## src/rtl/rv32i_dmem_if_pkg.sv

```systemverilog
// rv32i_dmem_if shared definitions: funct3 codes, FSM states,
// and the request decode helpers (BE, store data, access check).
package rv32i_dmem_if_pkg;

  localparam logic [2:0] F3_B  = 3'b000;
  localparam logic [2:0] F3_H  = 3'b001;
  localparam logic [2:0] F3_W  = 3'b010;
  localparam logic [2:0] F3_BU = 3'b100;
  localparam logic [2:0] F3_HU = 3'b101;

  typedef enum logic [1:0] {
    S_IDLE   = 2'd0,
    S_ACCESS = 2'd1,
    S_RESP   = 2'd2
  } state_e;

  function automatic logic acc_err(
    input logic       we,
    input logic [2:0] f3,
    input logic [1:0] off
  );
    logic bad_f3;
    logic bad_al;
    if (we)
      bad_f3 = !(f3 == F3_B || f3 == F3_H ||
                 f3 == F3_W);
    else
      bad_f3 = !(f3 == F3_B  || f3 == F3_H  ||
                 f3 == F3_W  || f3 == F3_BU ||
                 f3 == F3_HU);
    bad_al = ((f3[1:0] == 2'b01) && off[0]) ||
             ((f3[1:0] == 2'b10) && (off != 2'b00));
    return bad_f3 || bad_al;
  endfunction

  function automatic logic [3:0] be_of(
    input logic [2:0] f3,
    input logic [1:0] off
  );
    logic [3:0] be;
    unique case (1'b1)
      f3[1:0] == 2'b00: be = 4'b0001 << off;
      f3[1:0] == 2'b01: be = off[1] ? 4'b1100
                                    : 4'b0011;
      f3[1:0] == 2'b10: be = 4'b1111;
      default:          be = 4'b0000;
    endcase
    return be;
  endfunction

  function automatic logic [31:0] wdata_of(
    input logic [2:0]  f3,
    input logic [31:0] wd
  );
    logic [31:0] d;
    unique case (1'b1)
      f3[1:0] == 2'b00: d = {4{wd[7:0]}};
      f3[1:0] == 2'b01: d = {2{wd[15:0]}};
      default:          d = wd;
    endcase
    return d;
  endfunction

endpackage

```

## src/rtl/rv32i_dmem_if_if.sv

```systemverilog
// CPU-side request/response bundle and memory-side
// chip-select/acknowledge bus for rv32i_dmem_if.
interface rv32i_dmem_cpu_if #(
  parameter int ADDR_W = 32
);
  logic              req_valid;
  logic              req_ready;
  logic              req_we;
  logic [2:0]        req_funct3;
  logic [ADDR_W-1:0] req_addr;
  logic [31:0]       req_wdata;
  logic              rsp_valid;
  logic [31:0]       rsp_rdata;
  logic              rsp_err;

  modport master (
    output req_valid, req_we, req_funct3,
    output req_addr, req_wdata,
    input  req_ready, rsp_valid, rsp_rdata,
    input  rsp_err
  );

  modport slave (
    input  req_valid, req_we, req_funct3,
    input  req_addr, req_wdata,
    output req_ready, rsp_valid, rsp_rdata,
    output rsp_err
  );
endinterface

interface rv32i_dmem_mem_if #(
  parameter int ADDR_W = 32
);
  logic              mem_cs;
  logic              mem_we;
  logic [3:0]        mem_be;
  logic [ADDR_W-3:0] mem_addr;
  logic [31:0]       mem_wdata;
  logic [31:0]       mem_rdata;
  logic              mem_ack;

  modport master (
    output mem_cs, mem_we, mem_be,
    output mem_addr, mem_wdata,
    input  mem_rdata, mem_ack
  );

  modport slave (
    input  mem_cs, mem_we, mem_be,
    input  mem_addr, mem_wdata,
    output mem_rdata, mem_ack
  );
endinterface

```

## src/rtl/rv32i_load_align.sv

```systemverilog
// rv32i_load_align: picks the byte/halfword lane of a
// read word and sign- or zero-extends it per funct3.
module rv32i_load_align
  import rv32i_dmem_if_pkg::*;
(
  input  logic [2:0]  funct3,
  input  logic [1:0]  addr_lo,
  input  logic [31:0] rdata,
  output logic [31:0] data
);

  logic [31:0] sh;
  logic [7:0]  b;
  logic [15:0] h;

  // lane select and extension
  always_comb begin
    sh = rdata >> {addr_lo, 3'b000};
    b  = sh[7:0];
    h  = addr_lo[1] ? rdata[31:16] : rdata[15:0];
    unique case (1'b1)
      funct3 == F3_B:  data = {{24{b[7]}}, b};
      funct3 == F3_BU: data = {24'd0, b};
      funct3 == F3_H:  data = {{16{h[15]}}, h};
      funct3 == F3_HU: data = {16'd0, h};
      funct3 == F3_W:  data = rdata;
      default:         data = 32'd0;
    endcase
  end

endmodule

```

## src/rtl/rv32i_dmem_if.sv

```systemverilog
// rv32i_dmem_if: one-at-a-time load/store bridge to a
// word RAM. Optional ACCESS timeout: RV32I_DMEM_TIMEOUT_EN.
module rv32i_dmem_if
  import rv32i_dmem_if_pkg::*;
#(
  parameter int ADDR_W         = 32,
  parameter int TIMEOUT_CYCLES = 16
) (
  input logic              clk,
  input logic              reset,
  rv32i_dmem_cpu_if.slave  cpu,
  rv32i_dmem_mem_if.master mem
);

  state_e            state;
  logic              we_q;
  logic [2:0]        f3_q;
  logic [1:0]        off_q;
  logic              cs_q;
  logic              mwe_q;
  logic [3:0]        be_q;
  logic [ADDR_W-3:0] addr_q;
  logic [31:0]       wd_q;
  logic              rv_q;
  logic [31:0]       rd_q;
  logic              err_q;
  logic [31:0]       ld_data;
  logic              bad;

`ifdef RV32I_DMEM_TIMEOUT_EN
  localparam int TW = $clog2(TIMEOUT_CYCLES + 1);
  localparam logic [TW-1:0] LAST =
    TW'(TIMEOUT_CYCLES - 1);
  logic [TW-1:0] cnt;
`endif

  assign bad = acc_err(cpu.req_we,
                       cpu.req_funct3,
                       cpu.req_addr[1:0]);

  rv32i_load_align u_align (
    .funct3  (f3_q),
    .addr_lo (off_q),
    .rdata   (mem.mem_rdata),
    .data    (ld_data)
  );

  // request FSM with registered bus/response outputs
  always_ff @(posedge clk or posedge reset) begin
    if (reset) begin
      state  <= S_IDLE;
      we_q   <= 1'b0;
      f3_q   <= 3'd0;
      off_q  <= 2'd0;
      cs_q   <= 1'b0;
      mwe_q  <= 1'b0;
      be_q   <= 4'd0;
      addr_q <= '0;
      wd_q   <= 32'd0;
      rv_q   <= 1'b0;
      rd_q   <= 32'd0;
      err_q  <= 1'b0;
`ifdef RV32I_DMEM_TIMEOUT_EN
      cnt    <= '0;
`endif
    end else begin
      rv_q <= 1'b0;
      unique case (state)
        S_IDLE: begin
          if (cpu.req_valid) begin
            we_q   <= cpu.req_we;
            f3_q   <= cpu.req_funct3;
            off_q  <= cpu.req_addr[1:0];
            addr_q <= cpu.req_addr[ADDR_W-1:2];
            be_q   <= be_of(cpu.req_funct3,
                            cpu.req_addr[1:0]);
            wd_q   <= wdata_of(cpu.req_funct3,
                               cpu.req_wdata);
            if (bad) begin
              state <= S_RESP;
              rv_q  <= 1'b1;
              err_q <= 1'b1;
              rd_q  <= 32'd0;
            end else begin
              state <= S_ACCESS;
              cs_q  <= 1'b1;
              mwe_q <= cpu.req_we;
`ifdef RV32I_DMEM_TIMEOUT_EN
              cnt   <= '0;
`endif
            end
          end
        end
        S_ACCESS: begin
          if (mem.mem_ack) begin
            state <= S_RESP;
            cs_q  <= 1'b0;
            mwe_q <= 1'b0;
            rv_q  <= 1'b1;
            err_q <= 1'b0;
            rd_q  <= we_q ? 32'd0 : ld_data;
          end
`ifdef RV32I_DMEM_TIMEOUT_EN
          else if (cnt == LAST) begin
            state <= S_RESP;
            cs_q  <= 1'b0;
            mwe_q <= 1'b0;
            rv_q  <= 1'b1;
            err_q <= 1'b1;
            rd_q  <= 32'd0;
          end else begin
            cnt <= cnt + 1'b1;
          end
`endif
        end
        S_RESP: state <= S_IDLE;
        default: state <= S_IDLE;
      endcase
    end
  end

  assign cpu.req_ready = (state == S_IDLE);
  assign cpu.rsp_valid = rv_q;
  assign cpu.rsp_rdata = rd_q;
  assign cpu.rsp_err   = err_q;
  assign mem.mem_cs    = cs_q;
  assign mem.mem_we    = mwe_q;
  assign mem.mem_be    = be_q;
  assign mem.mem_addr  = addr_q;
  assign mem.mem_wdata = wd_q;

endmodule
```

## src/flat_wrapper.sv

```systemverilog
// flat-port wrapper written by rule: the top's interface ports become plain ports
module rv32i_dmem_if_flat import rv32i_dmem_if_pkg::*;
#(
  parameter int ADDR_W         = 32,
  parameter int TIMEOUT_CYCLES = 16
)
  (clk, reset, cpu_req_valid, cpu_req_we, cpu_req_funct3, cpu_req_addr, cpu_req_wdata, cpu_req_ready, cpu_rsp_valid, cpu_rsp_rdata, cpu_rsp_err, mem_mem_cs, mem_mem_we, mem_mem_be, mem_mem_addr, mem_mem_wdata, mem_mem_rdata, mem_mem_ack);
  rv32i_dmem_cpu_if #(.ADDR_W(ADDR_W)) cpu_i ();
  rv32i_dmem_mem_if #(.ADDR_W(ADDR_W)) mem_i ();
  input logic clk;
  input logic reset;
  input wire logic [$bits(cpu_i.req_valid)-1:0] cpu_req_valid;
  input wire logic [$bits(cpu_i.req_we)-1:0] cpu_req_we;
  input wire logic [$bits(cpu_i.req_funct3)-1:0] cpu_req_funct3;
  input wire logic [$bits(cpu_i.req_addr)-1:0] cpu_req_addr;
  input wire logic [$bits(cpu_i.req_wdata)-1:0] cpu_req_wdata;
  output wire logic [$bits(cpu_i.req_ready)-1:0] cpu_req_ready;
  output wire logic [$bits(cpu_i.rsp_valid)-1:0] cpu_rsp_valid;
  output wire logic [$bits(cpu_i.rsp_rdata)-1:0] cpu_rsp_rdata;
  output wire logic [$bits(cpu_i.rsp_err)-1:0] cpu_rsp_err;
  output wire logic [$bits(mem_i.mem_cs)-1:0] mem_mem_cs;
  output wire logic [$bits(mem_i.mem_we)-1:0] mem_mem_we;
  output wire logic [$bits(mem_i.mem_be)-1:0] mem_mem_be;
  output wire logic [$bits(mem_i.mem_addr)-1:0] mem_mem_addr;
  output wire logic [$bits(mem_i.mem_wdata)-1:0] mem_mem_wdata;
  input wire logic [$bits(mem_i.mem_rdata)-1:0] mem_mem_rdata;
  input wire logic [$bits(mem_i.mem_ack)-1:0] mem_mem_ack;
  assign cpu_i.req_valid = cpu_req_valid;
  assign cpu_i.req_we = cpu_req_we;
  assign cpu_i.req_funct3 = cpu_req_funct3;
  assign cpu_i.req_addr = cpu_req_addr;
  assign cpu_i.req_wdata = cpu_req_wdata;
  assign cpu_req_ready = cpu_i.req_ready;
  assign cpu_rsp_valid = cpu_i.rsp_valid;
  assign cpu_rsp_rdata = cpu_i.rsp_rdata;
  assign cpu_rsp_err = cpu_i.rsp_err;
  assign mem_mem_cs = mem_i.mem_cs;
  assign mem_mem_we = mem_i.mem_we;
  assign mem_mem_be = mem_i.mem_be;
  assign mem_mem_addr = mem_i.mem_addr;
  assign mem_mem_wdata = mem_i.mem_wdata;
  assign mem_i.mem_rdata = mem_mem_rdata;
  assign mem_i.mem_ack = mem_mem_ack;
  rv32i_dmem_if #(.ADDR_W(ADDR_W), .TIMEOUT_CYCLES(TIMEOUT_CYCLES)) u_core (.clk(clk), .reset(reset), .cpu(cpu_i), .mem(mem_i));
endmodule
```

## config.mk

```make
export PLATFORM = sky130hd
export DESIGN_NAME = rv32i_dmem_if_flat
export DESIGN_NICKNAME = d
export VERILOG_FILES = /design/src/rtl/rv32i_dmem_if_pkg.sv /design/src/rtl/rv32i_dmem_if_if.sv /design/src/rtl/rv32i_load_align.sv /design/src/rtl/rv32i_dmem_if.sv /design/src/flat_wrapper.sv
export SDC_FILE = /design/constraint.sdc
export NUM_CORES = 1
export LEC_CHECK = 0
export CAP_MARGIN = 0
export CORE_ASPECT_RATIO = 1.4
export CORE_MARGIN = 3
export CORE_UTILIZATION = 42
export DETAILED_ROUTE_END_ITERATION = 7
export GPL_ROUTABILITY_DRIVEN = 0
export GPL_TIMING_DRIVEN = 0
export PLACE_DENSITY = 0.79
export SKIP_CTS_REPAIR_TIMING = 1
export SLEW_MARGIN = 20
export SYNTH_ARGS = -nofsm -noshare
export SYNTH_HDL_FRONTEND = slang
export SYNTH_SLANG_ARGS = --single-unit
```

## constraint.sdc

```tcl
create_clock -name clk -period 4.5 [get_ports clk]
set_clock_uncertainty 0.1 [all_clocks]
set_input_delay 0.9 -clock clk [delete_from_list [all_inputs] [get_ports clk]]
set_output_delay 0.9 -clock clk [all_outputs]
set_load 0.05 [all_outputs]
```

### Word level (Yosys, flattened, before mapping)

Index checks and enable logic that the tools add are counted.

| storage, ports and cells | value |
|---|---|
| register bits after elaboration | 110 |
| latch bits | 0 |
| RAM bits | 0 |
| memory bits (read-only) | 0 |
| input port bits | 104 |
| output and inout port bits | 103 |
| word-level logic and storage cells | 78 |
| memories | 0 |

| operators by class | value |
|---|---|
| $add $sub $neg | 0 |
| multiply operators | 0 |
| divide/modulo/power cells | 0 |
| $lt $le $gt $ge | 0 |
| equal/unequal tests | 15 |
| shift operators | 2 |
| muxes and demuxes | 29 |
| bitwise logic cells | 0 |
| reductions and logical operators | 20 |

Operators with widths:

| operator | count |
|---|---|
| $pmux W32 S5 | 1 |
| $mux W32 | 4 |
| $pmux W32 S2 | 2 |
| $shr A32 B5 Y8 | 1 |
| $mux W16 | 1 |
| $eq A3 B3 Y1 const B | 4 |
| $pmux W4 S3 | 1 |
| $mux W1 | 11 |
| $pmux W1 S2 | 4 |
| $reduce_and A4 Y1 | 2 |
| $eq A3 B1 Y1 const B | 2 |
| $eq A3 B2 Y1 const B | 2 |
| $logic_not A3 Y1 | 2 |
| $logic_or A1 B1 Y1 | 6 |
| $mux W2 | 3 |
| $ne A2 B2 Y1 const B | 3 |
| $eq A2 B1 Y1 const B | 2 |
| $logic_not A2 Y1 | 2 |
| $mux W4 | 1 |
| $pmux W2 S2 | 1 |
| $reduce_and A2 Y1 | 2 |
| $reduce_bool A2 Y1 | 2 |
| $shl A1 B2 Y4 const A | 1 |
| $eq A2 B2 Y1 const B | 1 |
| other kinds (3) | 5 |

### Logic depth before layout (Yosys ltp)

Gate-level depths: netlist of run 1.

| depth | value |
|---|---|
| word-level depth | 11 |
| mapped depth | 8 |
| depth with buffers taken out | 5 |

### By module

From an unflattened synthesis of run 1, not the netlist that was laid out.

| unflattened totals | value |
|---|---|
| cell total of the unflattened synthesis | 609 |
| area, all modules | 5580.4 µm² |

By module, submodules not included:

| module | times used | cells an instance | area each (µm²) | sequential area each (µm²) |
|---|---|---|---|---|
| rv32i_dmem_if | 1 | 498 | 4758.3 | 2752.6 |
| rv32i_load_align | 1 | 111 | 822.0 | 0.0 |

### Worst setup path after synthesis of run 1

OpenSTA, ideal clock, no wires.

| path | value |
|---|---|
| kind | input -> register |
| start point | input cpu_req_funct3[0] |
| end point | register u_core.err_q (netlist: u_core.cpu.rsp_err) |
| setup time | 122 ps |
| arrival | 2039 ps |
| required time | 4278 ps |
| path slack | 2239 ps |
| stages | 7 |
| path buffers | 3 |
| path through | buf_6 -> o41ai_2 -> a21bo_1 -> buf_6 -> buf_8 -> inv_2 -> o22a_1 |

| between the ends | value |
|---|---|
| longest elaborated chain between the ends | 10 |
| elaborated cells on any way between the ends | 20 |
| those cells by class | 7 x eq/ne; 1 x mux; 12 x reduce/logical |

Ends and longest elaborated chain:

| what | line | text |
|---|---|---|
| start, declared | flat_wrapper.sv:14 | `input wire logic [$bits(cpu_i.req_funct3)-1:0] cpu_req_funct3;` |
| $eq A3 B1 Y1 or $logic_not A3 Y1 (tied branches) | rv32i_dmem_if_pkg.sv:25, rv32i_dmem_if_pkg.sv:28 |  |
| $logic_or A1 B1 Y1 (2 in series) | rv32i_dmem_if_pkg.sv:25, rv32i_dmem_if_pkg.sv:28 |  |
| $logic_or A1 B1 Y1 (2 in series) | rv32i_dmem_if_pkg.sv:29 | `f3 == F3_W \|\| f3 == F3_BU \|\|` |
| $logic_not A1 Y1 | rv32i_dmem_if_pkg.sv:28 | `bad_f3 = !(f3 == F3_B \|\| f3 == F3_H \|\|` |
| $mux W1 | rv32i_dmem_if_pkg.sv:24 | `if (we)` |
| $logic_or A1 B1 Y1 (*) | rv32i_dmem_if_pkg.sv:33 | `return bad_f3 \|\| bad_al;` |
| $ne A2 B1 Y1 (no line) (*) | -- |  |
| $reduce_and A4 Y1 (no line) (*) | -- |  |
| end signal, assigned | rv32i_dmem_if.sv:62 | `err_q <= 1'b0;` |
| end signal, assigned | rv32i_dmem_if.sv:82 | `err_q <= 1'b1;` |
| end signal, assigned | rv32i_dmem_if.sv:100 | `err_q <= 1'b0;` |
| end, declared | rv32i_dmem_if.sv:26 | `logic err_q;` |

Every way passes the cells marked *; elsewhere a longest branch is shown, timed or not.
A chain may end at the register's enable or synchronous reset.

### Worst setup path after layout of run 1

| path | value |
|---|---|
| start point | register u_core.state[0] |
| end point | output cpu_req_ready |

| between the ends | value |
|---|---|
| longest elaborated chain between the ends | 1 |

Ends and longest elaborated chain:

| what | line | text |
|---|---|---|
| start, declared | rv32i_dmem_if.sv:15 | `state_e state;` |
| start signal, assigned | rv32i_dmem_if.sv:51 | `state <= S_IDLE;` |
| start signal, assigned | rv32i_dmem_if.sv:80 | `state <= S_RESP;` |
| start signal, assigned | rv32i_dmem_if.sv:85 | `state <= S_ACCESS;` |
| $logic_not A2 Y1 | rv32i_dmem_if.sv:122 | `assign cpu.req_ready = (state == S_IDLE);` |
| end, declared | flat_wrapper.sv:17 | `output wire logic [$bits(cpu_i.req_ready)-1:0] cpu_req_ready;` |

No other way between the ends.

==> results of run 1 <==
## power by group through the flow
| stage | Clock (W) | Combinational [W] | Sequential, W |
|---|---|---|---|
| after global routing | 0.000867 | 0.00216 | 0.00142 |
| after global placement | 0 | 0.00202 | 0.00139 |
| after CTS | 0.000835 | 0.00206 | 0.00138 |
| after detailed placement | 0 | 0.00205 | 0.00140 |
| final | 0.000820 | 0.00205 | 0.00139 |
| after floorplan | 0 | 0.000491 | 0.00219 |
## logic make-up (layout without fill, tap and decap cells)
family	Yosys count	in the layout	share of synthesized area, %
simple gates	194	194	16.2
compound gates	114	114	16.5
flops	110	110	56.3
buf+inv	39	260	4.04
mux	33	33	6.98
## critical path, cell delays in order, from the launching register on
cell and delay, ps:
dfrtp_1 420, nor2_1 260, clkdlybuf4s50_1 870
## path summary, 6_finish.rpt
check | from | to | slack (ps) | cells after the start
worst max-delay path | u_core.state[0]$_DFFE_PP0P_ | cpu_req_ready | 1600 | 2
max in group asynchronous | reset | u_core.cpu.rsp_rdata[27]$_DFFE_PP0P_ | 2800 | 3
worst min-delay path | u_core.mem.mem_addr[17]$_DFFE_PP0P_ | u_core.mem.mem_addr[17]$_DFFE_PP0P_ | 370 | 2
min in group asynchronous | reset | u_core.mem.mem_addr[17]$_DFFE_PP0P_ | 840 | 2
worst min register to register | u_core.mem.mem_addr[17]$_DFFE_PP0P_ | u_core.mem.mem_addr[17]$_DFFE_PP0P_ | 370 | 2
worst max register to register | u_core.off_q[1]$_DFFE_PP0P_ | u_core.cpu.rsp_rdata[1]$_DFFE_PP0P_ | 2410 | 4
## cells in the mapped netlist (all sizes together)
cell	instances	area, um^2
a21bo	1	10.0
a21o	9	67.6
a21oi	22	114
a221o	17	170
a222oi	7	70.1
a22o	1	8.76
a22oi	10	75.1
a31oi	1	6.26
a32o	1	10.0
and2	2	12.5
and4bb	1	12.5
buf	18	119
clkbuf	16	60.1
dfrtp	110	2750
inv	5	18.8
mux2	9	101
mux2i	24	240
nand2	163	612
nand2b	3	18.8
nand3	1	5.00
nor2	13	51.3
nor2b	2	12.5
nor3	1	5.00
nor3b	4	35.0
nor4	1	6.26
nor4b	1	8.76
o211ai	1	7.51
o21ai	33	165
o21ba	1	10.0
o21bai	1	7.51
o22a	1	8.76
o2bb2ai	7	61.3
o41ai	1	16.3
or2	1	6.26
or2b	1	7.51
## routing by layer
metal	wire length [um]	global-route usage [%]	up-vias
met5	0	0	-
met4	404	9.70	0
met3	1290	6.91	33
met2	8100	44.3	198
met1	5820	26.9	2200
li1	-	-	2126
## registers in the layout, indices dropped and copies added (netlist names)
signal / flops
u_core.mem.mem_be: 4
u_core.mem.mem_wdata: 32
u_core.mem.mem_we: 1
u_core.state: 2
u_core.we_q: 1
u_core.mem.mem_cs: 1
u_core.cpu.rsp_rdata: 32
u_core.f3_q: 3
u_core.mem.mem_addr: 30
u_core.cpu.rsp_valid: 1
u_core.cpu.rsp_err: 1
u_core.off_q: 2
## through the flow
stage                     util [%]  setup slack [ps]  instances  power (W)  hold WS, ps
after floorplan                  -               598        490    0.00268          338
after global placement        62.8              -967        838    0.00341          356
after detailed placement      63.0              1600        839    0.00345          362
after CTS                     65.7              1590        855    0.00428          379
after global routing          65.7              1510        855    0.00445          398
final                         65.7              1600        855    0.00426          375
## final cells by class
type | count | area (um^2) | area share [%]
sequential | 110 | 2750 | 36.9
timing repair buffer | 205 | 2070 | 27.8
multi-input combinational | 341 | 1940 | 26.1
clock buffer | 9 | 225 | 3.02
tap | 144 | 180 | 2.42
buffer | 34 | 179 | 2.40
clock inverter | 7 | 80.1 | 1.07
inverter | 5 | 23.8 | 0.319
## layout by cell type (no fill, tap or decap), drive strengths merged, types with 2 or more instances in the layout
cell type and n:
o21ai 33, a21oi 22, o2bb2ai 7, a21o 9, clkbuf 25, mux2i 24, a222oi 7, and2 2
nor2 13, inv 8, clkinvlp 2, nand2b 3, a22oi 10, nor2b 2, nand2 163, mux2 9
a221o 17, clkdlybuf4s50 204, dfrtp 110, buf 19, nor3b 4
==> results by group, run 1 <==
Status
  – Status: finished, final reports clean

Global route
  – Largest net degree at the start of global routing: 69
  – GRT Total Usage: 24.4%
  – Vias in the first global route: 4892
  – Total gr overflow: 0
  – Initial antenna violation count: 0
  – First-pass GRT wire length: 25500 um

Yosys
  – Flops & latches, synth: 110
  – Ys Warns: 0
  – Avg Cell Area, Syn: 9.99 um^2
  – Seq/Total Area, Yosys: 56.3%
  – Cell Area, Synth: 0.00489 mm^2
  – Cell count after synthesis: 490
  – Syn Nets: 594
  – Distinct cells, synth: 43

Timing
  – Setup Viol. Count Final: 0
  – Setup TNS Final: 0 ps
  – Slew Viols, Final: 0
  – Hold Violations, Final: 0
  – Top achievable clock speed: 345 MHz
  – Least-Margin Pin Slew: 901 ps
  – Min cycle time layout: 2900 ps
  – RSZ-0062 raised after global routing: no
  – Worst relative slew slack: 39.8%
  – Period utilization: 64.4%

Floorplan
  – Die W: 97.2 um
  – Initial core utilization: 43.2%
  – Row cnt: 46
  – Core outline area: 0.0113 mm^2
  – DIE HEIGHT: 134 um
  – I/O pins: 207
  – Die area: 0.0130 mm^2

Worst setup path
  – Crit path max fanout: 6
  – Worst setup SP type: flip-flop
  – CP Data Arrival Time: 1900 ps
  – Critical Path End Type: output port
  – CP Data Required Time: 3500 ps
  – Setup CP Type: reg -> out

Placement
  – Final HPWL DP: 12000 um
  – Dpl cell area: 0.00715 mm^2
  – Number of port buffers: 204

Layout
  – N_diodes: 0
  – # fillers: 914
  – Area growth syn-to-layout: 52.3%
  – Layout cells sized above 1: 6.89%
  – Layout Cell Area excl Fill: 0.00745 mm^2
  – Total Nets Final: 810

Detailed routing
  – Via density: 5.33
  – Residual DRC: 0
  – DR iter-0 viols: 250
  – Wirelength per Cell: 18.3 um
  – Vias after detailed routing: 4557
  – Post-Route WL: 15600 um
  – TritonRoute pass-1 iters: 6
  – Final ANT Viol Nets: 0

Min path
  – Hold WC Path Type: reg -> reg

Clock network
  – Clk_lat worst skew: 340 ps
  – Max clock buf depth: 2
  – H-tree depth: 3
  – Root Buffer: clkbuf_16
  – Reg clk slew, reported paths: 70 ps
  – Sink Count: 110
  – CTS tree: done
  – TritonCTS Buffers: 9

Power and ir drop
  – Pwr Density: 571 mW/mm^2
  – Psw: 0.00189 W
  – Clock share of power: 19.3%
  – Reg power frac: 32.6%
  – Sw Ratio: 44.3%
  – Power share of the combinational group: 48.2%
  – Leakage: 3.41 nW
  – Peak VDD IR: 0.000334 V
  – Int Power: 0.00237 W

Run
  – Max Cap Viol: 0
Note: power is estimated with default switching activity, not from simulation.
==> run 2, diff against run 1 <==
==> constraint.sdc (replaced) <==
create_clock -name clk -period 3 [get_ports clk]
set_clock_uncertainty 0.1 [all_clocks]
set_input_delay 0.6 -clock clk [delete_from_list [all_inputs] [get_ports clk]]
set_output_delay 0.6 -clock clk [all_outputs]
set_load 0.05 [all_outputs]
==> run 2 against run 1 <==
Sequential share of layout area down 0.080 points; register-to-register slack worse by 1400 ps; via count about the same; first-iteration DRC count down 18%; non-clock buffer count up 2; cell count up 0.12%; core utilization up 0.14 points; critical endpoint unchanged.
==> results by group, run 2 (synthesis results as in run 1) <==
Clock network
  – Max clock buf depth: 2 (unchanged)
  – Sink Count: 110 (unchanged)
  – Reg clk slew, reported paths: 70 ps (about the same)
  – H-tree depth: 3 (unchanged)
  – TritonCTS Buffers: 9 (unchanged)
  – CTS tree: done
  – Root Buffer: clkbuf_16
  – Clk_lat worst skew: 340 ps (about the same)

Global route
  – GRT Total Usage: 24.0% (-0.38 points)
  – First-pass GRT wire length: 25000 um (-1.8%)
  – Total gr overflow: 0 (unchanged)
  – Largest net degree at the start of global routing: 35 (-49%)
  – Vias in the first global route: 4966 (+1.5%)
  – Initial antenna violation count: 0 (unchanged)

Power and ir drop
  – Pwr Density: 848 mW/mm^2 (+48%)
  – Leakage: 3.42 nW (+0.28%)
  – Peak VDD IR: 0.000433 V (+30%)

Detailed routing
  – TritonRoute pass-1 iters: 5 (-1)
  – Final ANT Viol Nets: 0 (unchanged)
  – Residual DRC: 0 (unchanged)
  – DR iter-0 viols: 205 (-18%)
  – Via density: 5.32 (-0.14%)
  – Vias after detailed routing: 4556 (-0.022%)
  – Post-Route WL: 15500 um (-0.86%)
  – Wirelength per Cell: 18.1 um (-0.97%)

Worst setup path
  – Slowest stage delay, CP: 870 ps (about the same)
  – Setup CP Type: reg -> out
  – Crit-path cells: nor2_1, clkdlybuf4s50_1
  – Worst setup SP type: flip-flop
  – R2r setup slk: 1000 ps (-1410 ps)
  – Crit path max fanout: 6 (unchanged)
  – CP Data Arrival Time: 1910 ps (about the same)
  – Worst r2r src: u_core.off_q[1]$_DFFE_PP0P_
  – Critical Path End Type: output port
  – Worst Reg-to-Reg Cells: 4 (unchanged)
  – CP Data Required Time: 2300 ps (-1200 ps)
  – Crit path from: u_core.state[0]$_DFFE_PP0P_
  – CP max-delay cell: clkdlybuf4s50_1

Timing
  – RSZ-0062 raised after global routing: no
  – Top achievable clock speed: 384 MHz
  – Setup TNS Final: 0 ps (unchanged)
  – Least-Margin Pin Slew: 839 ps (-62.8 ps)
  – Hold Violations, Final: 0 (unchanged)
  – Worst relative slew slack: 44.0% (+4.2 points)
  – Min cycle time layout: 2610 ps
  – Slew Viols, Final: 0 (unchanged)
  – Setup Viol. Count Final: 0 (unchanged)
  – Period utilization: 86.9%

Floorplan
  – I/O pins: 207 (unchanged)
  – DIE HEIGHT: 134 um (unchanged)
  – Core outline area: 0.0113 mm^2 (unchanged)
  – Die area: 0.0130 mm^2 (unchanged)
  – Row cnt: 46 (unchanged)
  – Die W: 97.2 um (unchanged)
  – Initial core utilization: 43.2% (unchanged)

Layout
  – Layout Cells excl Fill: 856 (+0.12%)
  – Commonest non-fill, non-tap cell in the layout: clkdlybuf4s50_1
  – Util after Layout: 65.9% (+0.14 points)
  – Area growth syn-to-layout: 52.6%
  – N_diodes: 0 (unchanged)
  – Commonest cells after routing, fill and taps aside: clkdlybuf4s50_1, nand2_1, dfrtp_1, o21ai_0, mux2i_1
  – Layout cells sized above 1: 6.88% (-0.0097 points)
  – Total Nets Final: 812 (+0.25%)

Min path
  – Hold Path Depth: 2 (unchanged)
  – Hold Startpoint: u_core.mem.mem_addr[4]$_DFFE_PP0P_
  – Hold WC Path Type: reg -> reg

Status
  – Status: finished, final reports clean

Placement
  – Cells after DPL: 841 (+0.24%)
  – Final HPWL DP: 12100 um (+0.42%)
  – Number of port buffers: 204 (unchanged)

Run
  – Max Cap Viol: 0 (unchanged)
[run 2: cell count changes in the layout (fill, tap and decap cells not counted)]
cell      delta
inv_6        -4
buf_16       -1
clkbuf_1     +1
buf_12       +3
clkinv_4     -1
clkinv_2     +2
clkbuf_8     +1
[run 2: layout make-up]
cell class | count | area, um^2
fillers | 927 | 3870
flip-flops and latches | 110 | 2750
repair buffers | 207 | 2100
multi-input cells | 341 | 1940
clock buffers | 11 | 243
well taps | 144 | 180
plain buffers | 34 | 179
clock inverters | 4 | 47.5
inverters | 5 | 22.5
[run 2: power by group]
group	total [W]	switching (W)	leakage (nW)	internal, W
Combinational	0.00308	0.00203	1.88	0.00105
Sequential	0.00208	0.000230	1.40	0.00185
Clock	0.00117	0.000507	0.141	0.000663
Total	0.00633	0.00277	3.42	0.00357
[run 2: worst paths after layout]
kind,to
min,u_core.mem.mem_addr[4]$_DFFE_PP0P_
max,cpu_req_ready
max reg2reg,u_core.cpu.rsp_rdata[10]$_DFFE_PP0P_
min reg2reg,u_core.mem.mem_addr[4]$_DFFE_PP0P_
max in group asynchronous,u_core.mem.mem_addr[11]$_DFFE_PP0P_
min in group asynchronous,u_core.cpu.rsp_valid$_DFF_PP0_
[run 2: worst max-delay path: cells and delay by family (launching register included)]
kind | cells | cell delay, ps
flops | 1 | 430
buf+inv | 1 | 870
simple gates | 1 | 260
[run 2: per-layer routing]
metal / vias up / GRT usage [%] / wire length (um)
met2: 195 / 42.7 / 7990
met4: 0 / 10.3 / 481
li1: 2126 / - / -
met1: 2203 / 26.8 / 5710
met5: - / 0 / 0
met3: 32 / 6.97 / 1300
[run 2: through the flow]
stage	total power [W]	hold slack (ps)	cell area, um^2	worst slack, ps
2_1_floorplan	0.00403	338	4900	825
3_3_place_gp	0.00511	355	7120	-69.5
3_5_place_dp	0.00518	362	7180	401
4_1_cts	0.00638	378	7470	392
5_1_grt	0.00663	398	7470	333
6_report	0.00633	375	7470	394
==> run 3, diff against run 2 <==
--- a/config.mk
+++ b/config.mk
@@ -5,7 +5,6 @@
 export SDC_FILE = /design/constraint.sdc
 export NUM_CORES = 1
 export LEC_CHECK = 0
-export CAP_MARGIN = 0
 export CORE_ASPECT_RATIO = 1.4
 export CORE_MARGIN = 3
 export CORE_UTILIZATION = 42
==> results of run 3 <==
No change in the layout: final DEF, timing and power equal those of run 2.
